===== src/rtl/segled_rx.sv =====
// Serial 7-segment display frame receiver.
// Rebuilds SEGLED_* shift/latch traffic into parallel frames in the clk domain.
module segled_rx #(
  parameter int NBITS = 64
) (
  input  logic             clk,
  input  logic             rst,
  input  logic             seg_clk,
  input  logic             seg_do,
  input  logic             seg_pen,
  input  logic             seg_clr,
  output logic [NBITS-1:0] frame,
  output logic             frame_valid,
  output logic             frame_err,
  output logic [6:0]       bit_cnt,
  output logic [15:0]      frame_cnt,
  output logic             busy
);

  typedef enum logic [1:0] {
    IDLE  = 2'd0,
    SHIFT = 2'd1,
    LATCH = 2'd2
  } state_e;

  localparam logic [6:0] CNT_FULL = 7'(NBITS);
  localparam logic [6:0] CNT_MAX  = 7'(NBITS + 1);

  // clk and pen carry a third stage for edge detection;
  // do and clr are only ever used as levels.
  logic [2:0]       clk_sync_q, clk_sync_d;
  logic [2:0]       pen_sync_q, pen_sync_d;
  logic [1:0]       do_sync_q, do_sync_d;
  logic [1:0]       clr_sync_q, clr_sync_d;

  state_e           state_q, state_d;
  logic [NBITS-1:0] shift_q, shift_d;
  logic [6:0]       cnt_q, cnt_d;
  logic [NBITS-1:0] frame_q, frame_d;
  logic             valid_q, valid_d;
  logic             err_q, err_d;
  logic [15:0]      fcnt_q, fcnt_d;

  logic             shift_ev;
  logic             pen_ev;
  logic             clr_act;

  assign shift_ev = clk_sync_q[1] & ~clk_sync_q[2];
  assign pen_ev   = pen_sync_q[1] & ~pen_sync_q[2];
  assign clr_act  = ~clr_sync_q[1];

  // Synchronizer chains: new sample enters bit 0.
  always_comb begin
    clk_sync_d = {clk_sync_q[1:0], seg_clk};
    pen_sync_d = {pen_sync_q[1:0], seg_pen};
    do_sync_d  = {do_sync_q[0], seg_do};
    clr_sync_d = {clr_sync_q[0], seg_clr};
  end

  // Next-state: clear beats everything; a shift in the latch cycle lands first.
  always_comb begin
    state_d = state_q;
    shift_d = shift_q;
    cnt_d   = cnt_q;
    frame_d = frame_q;
    valid_d = 1'b0;
    err_d   = 1'b0;
    fcnt_d  = fcnt_q;
    if (clr_act) begin
      shift_d = '0;
      cnt_d   = '0;
      state_d = IDLE;
    end else begin
      if (state_q == LATCH) begin
        state_d = IDLE;
      end
      if (shift_ev) begin
        shift_d = {shift_q[NBITS-2:0], do_sync_q[1]};
        cnt_d   = (cnt_q == CNT_MAX) ? cnt_q : cnt_q + 7'd1;
        state_d = SHIFT;
      end
      if (pen_ev) begin
        if (cnt_d == CNT_FULL) begin
          frame_d = shift_d;
          valid_d = 1'b1;
          fcnt_d  = fcnt_q + 16'd1;
        end else begin
          err_d = 1'b1;
        end
        shift_d = '0;
        cnt_d   = '0;
        state_d = LATCH;
      end
    end
  end

  // All state, including synchronizers, resets asynchronously to zero.
  always_ff @(posedge clk or negedge rst) begin
    if (!rst) begin
      clk_sync_q <= '0;
      pen_sync_q <= '0;
      do_sync_q  <= '0;
      clr_sync_q <= '0;
      state_q    <= IDLE;
      shift_q    <= '0;
      cnt_q      <= '0;
      frame_q    <= '0;
      valid_q    <= 1'b0;
      err_q      <= 1'b0;
      fcnt_q     <= '0;
    end else begin
      clk_sync_q <= clk_sync_d;
      pen_sync_q <= pen_sync_d;
      do_sync_q  <= do_sync_d;
      clr_sync_q <= clr_sync_d;
      state_q    <= state_d;
      shift_q    <= shift_d;
      cnt_q      <= cnt_d;
      frame_q    <= frame_d;
      valid_q    <= valid_d;
      err_q      <= err_d;
      fcnt_q     <= fcnt_d;
    end
  end

  assign frame       = frame_q;
  assign frame_valid = valid_q;
  assign frame_err   = err_q;
  assign bit_cnt     = cnt_q;
  assign frame_cnt   = fcnt_q;
  assign busy        = (state_q == SHIFT);

endmodule


===== config.mk =====
export PLATFORM = sky130hd
export DESIGN_NAME = segled_rx
export DESIGN_NICKNAME = d
export VERILOG_FILES = /design/src/rtl/segled_rx.sv
export SDC_FILE = /design/constraint.sdc
export NUM_CORES = 1
export LEC_CHECK = 0
export ABC_AREA = 1
export CORE_UTILIZATION = 57
export CTS_BUF_LIST = sky130_fd_sc_hd__clkbuf_8
export CTS_CLUSTER_SIZE = 16
export DETAILED_ROUTE_END_ITERATION = 10
export GPL_ROUTABILITY_DRIVEN = 0
export HOLD_SLACK_MARGIN = 0.15
export PLACE_DENSITY = 0.94
export SKIP_LAST_GASP = 1
export SYNTH_ARGS = -nofsm -noshare
export SYNTH_HDL_FRONTEND = slang
export SYNTH_SLANG_ARGS = --single-unit

===== constraint.sdc =====
create_clock -name clk -period 2.1 [get_ports clk]
set_input_delay 0.315 -clock clk [delete_from_list [all_inputs] [get_ports clk]]
set_output_delay 0.315 -clock clk [all_outputs]
set_load 0.005 [all_outputs]

==> run metrics <==
run status=finished with violations; violated checks=negative setup slack; clk slew on worst S/H paths=roughly 0.09 ns; mean number of vias per cell=5.73; WL final=20.4 mm; endpoint class of the critical path=register; initial antenna violation count=0; Startpoint Class=register; Hold Worst Slack=0.275 ns; DR top layer=met4; die area=13600 sq um; Psw=1460 uW; FMAX=0.463 GHz; placed cells=1154; WL met1=roughly 7.9 mm; worst path required time=between 2 and 2.5 ns; Initial Utilization=0.590; Worst R2R Start=bit_cnt[1]; CTS H-tree lvls=4; vias in the first global route=between 5000 and 6000; Hold Path Class=input port to register; CP Class=register to register; first-pass GRT wire length=around 26 mm; internal reg-to-reg setup slack=-0.06 ns; crit path to=frame[11]; ANT cells=0; GRT Util Overall=0.254; Seq pwr share=0.541; Static Leakage=between 0.004 and 0.005 uW; crit path DAT=around 2.5 ns; largest net degree at the start of global routing=130; Port Buf Inserts=95; Net Count, Synth=932; Ports=96; Synth Cell Area=7500 sq um; Gate Count Post-Synth=slightly above 900; Routed Antenna Nets=0; Max Slew Vio Count=0; 1st-pass router iterations=7; max_slew headroom=0.619; Final min period=2.16 ns; clk sinks=165; DR WL/cell=16.8 um; switching share of total power=0.246; filler cell count=792; DR iter-0 viols=1060; sequential area share after synthesis=0.550; CTS tree=built; cells on worst reg2reg path=15; clock insertion delay at the later pin of the skew report=0.48 ns; Crit Reg-Reg Endpoint=frame[11]; DR vias=6946; Peak VDD IR=0.380 mV; register bit count reported by yosys=165; skew final=0.0172 ns; Yosys warning count=0; WL met3=1.80 mm; Final Cycle Share=1.03; synth unique cells=23; Setup-failing EPs final=38; RSZ-0062 raised after global routing=true; Die W=~120 um; layout cell share with drive strength beyond 1=0.144; CTS Root Cell=clkbuf_8; met2 wire length=9.97 mm; CTS max path bufs=2; hpwl dp=10.3 mm; most frequent cells in the layout=213 x nand2_1, 162 x dfrtp_1, 151 x inv_1; PwrDens=613 nW/um^2; combinational share of power=0.062; residual DRC count=0; Pint=4460 uW; commonest non-fill, non-tap cell in the layout=nand2_1; Least-Margin Pin Slew=0.571 ns; # rows=41; start point of the critical path=bit_cnt[1]; core area=between 10000 and 15000 sq um; gr ovfl total=0; Clock Power Share=0.397; Layout Nets=1036; P&R area growth vs syn=28.7%; die span in y=117 um; total power=5920 uW; Num CTS Buffers=17; critical path peak fanout=8; Mean Syn Cell Area=8.13 sq um; Max-Cap Viols=0; Final Hold Fails=0; Setup WS post-layout=-0.0581 ns; Final Non-Filler Cells=1212
state kept, by name (all words and copies together) (netlist names):
signal,count
state_q,2
frame,64
frame_valid,1
shift_q,64
bit_cnt,7
pen_sync_q,3
clk_sync_q,3
frame_cnt,16
do_sync_q,2
clr_sync_q,2
frame_err,1
Yosys cell counts (all sizes together):
library cell  instances  area (sq um)
o21bai                1          7.51
buf                  25           174
dfrtp               165          4130
nor2                 92           370
a21oi                 3          15.0
clkbuf               28           105
inv                 155           582
o21ai                65           325
or2                   1          6.26
nand4                84           526
nor3b                 1          7.51
nand3                17          97.6
xnor2                 1          8.76
nor3                  4          20.0
ha                    3          37.5
xor2                 10          87.6
nand2               268          1010
cell type report:
type                    count  area [sq um]  area share
clock buffers              17           234      0.0242
clock inverters            15           166      0.0172
inverters                 155           582      0.0602
multi-input cells         551          2820       0.292
flip-flops and latches    165          4130       0.428
well taps                 172           215      0.0223
repair buffers            137          1510       0.156
repair_timing:
item                       CTS  global route
pin swaps                    0            11
cloned                       0            13
gates resized for setup      1            92
hold endpoints to repair    45             0
hold buffers                 1             0
setup buffers                1            11
setup endpoints to repair    7            80
power by group through the flow:
| stage | clock, uW | sequential (uW) | combinational, uW |
|---|---|---|---|
| after detailed placement | 0 | 3260 | 296 |
| final | 2350 | 3200 | 367 |
| after CTS | 2320 | 3200 | 300 |
| after floorplan | 0 | 3260 | 154 |
| after global routing | 2480 | 3210 | 395 |
| after global placement | 0 | 3260 | 292 |
worst max-delay path, cell delays in order (launching register included):
cell and delay (ns):
dfrtp_2 0.46, inv_2 0.10, ha_4 0.12, nand2_2 0.04
inv_2 0.08, nand3_4 0.07, nand2_2 0.09, nand2_1 0.07
nand2_2 0.08, nand2_2 0.06, nor2_4 0.19, buf_6 0.13
nand3_4 0.18, buf_6 0.22, nand2_1 0.10, nand2_1 0.06
worst min-delay path by stage:
stage                     slack [ns]    start             to  depth (start not counted)
final                           0.27  seg_clk  clk_sync_q[0]                          1
after global routing            0.27  seg_clk  clk_sync_q[0]                          1
after CTS                       0.27  seg_clk  clk_sync_q[0]                          1
after detailed placement        0.28      rst  clk_sync_q[1]                          1
after global placement          0.29      rst     bit_cnt[4]                          1
after floorplan                 0.02      rst     bit_cnt[0]                          0
per-stage QoR:
step | utilization | worst slack, ns | area, sq um | TNS [ns]
2_1_floorplan | - | 0.318 | 7500 | 0
3_3_place_gp | 0.677 | 0.124 | 8610 | 0
3_5_place_dp | 0.677 | 0.0149 | 8610 | 0
4_1_cts | 0.710 | 0.0351 | 9030 | 0
5_1_grt | 0.759 | -0.148 | 9660 | -7.79
6_report | 0.759 | -0.0581 | 9660 | -0.573
metal layers:
metal | vias up | GRT usage
li1 | 3072 | -
met1 | 3323 | 0.332
met2 | 464 | 0.412
met3 | 87 | 0.0612
met4 | 0 | 0.0987
met5 | - | 0
cell families after synthesis:
kind of cell    after synthesis  synth area share
compound gates               69            0.0463
xor+xnor                     11            0.0128
fa+ha+maj                     3           0.00500
buf+inv                     208             0.115
flops                       165             0.550
simple gates                467             0.271
(Power assumes the default switching activity.)
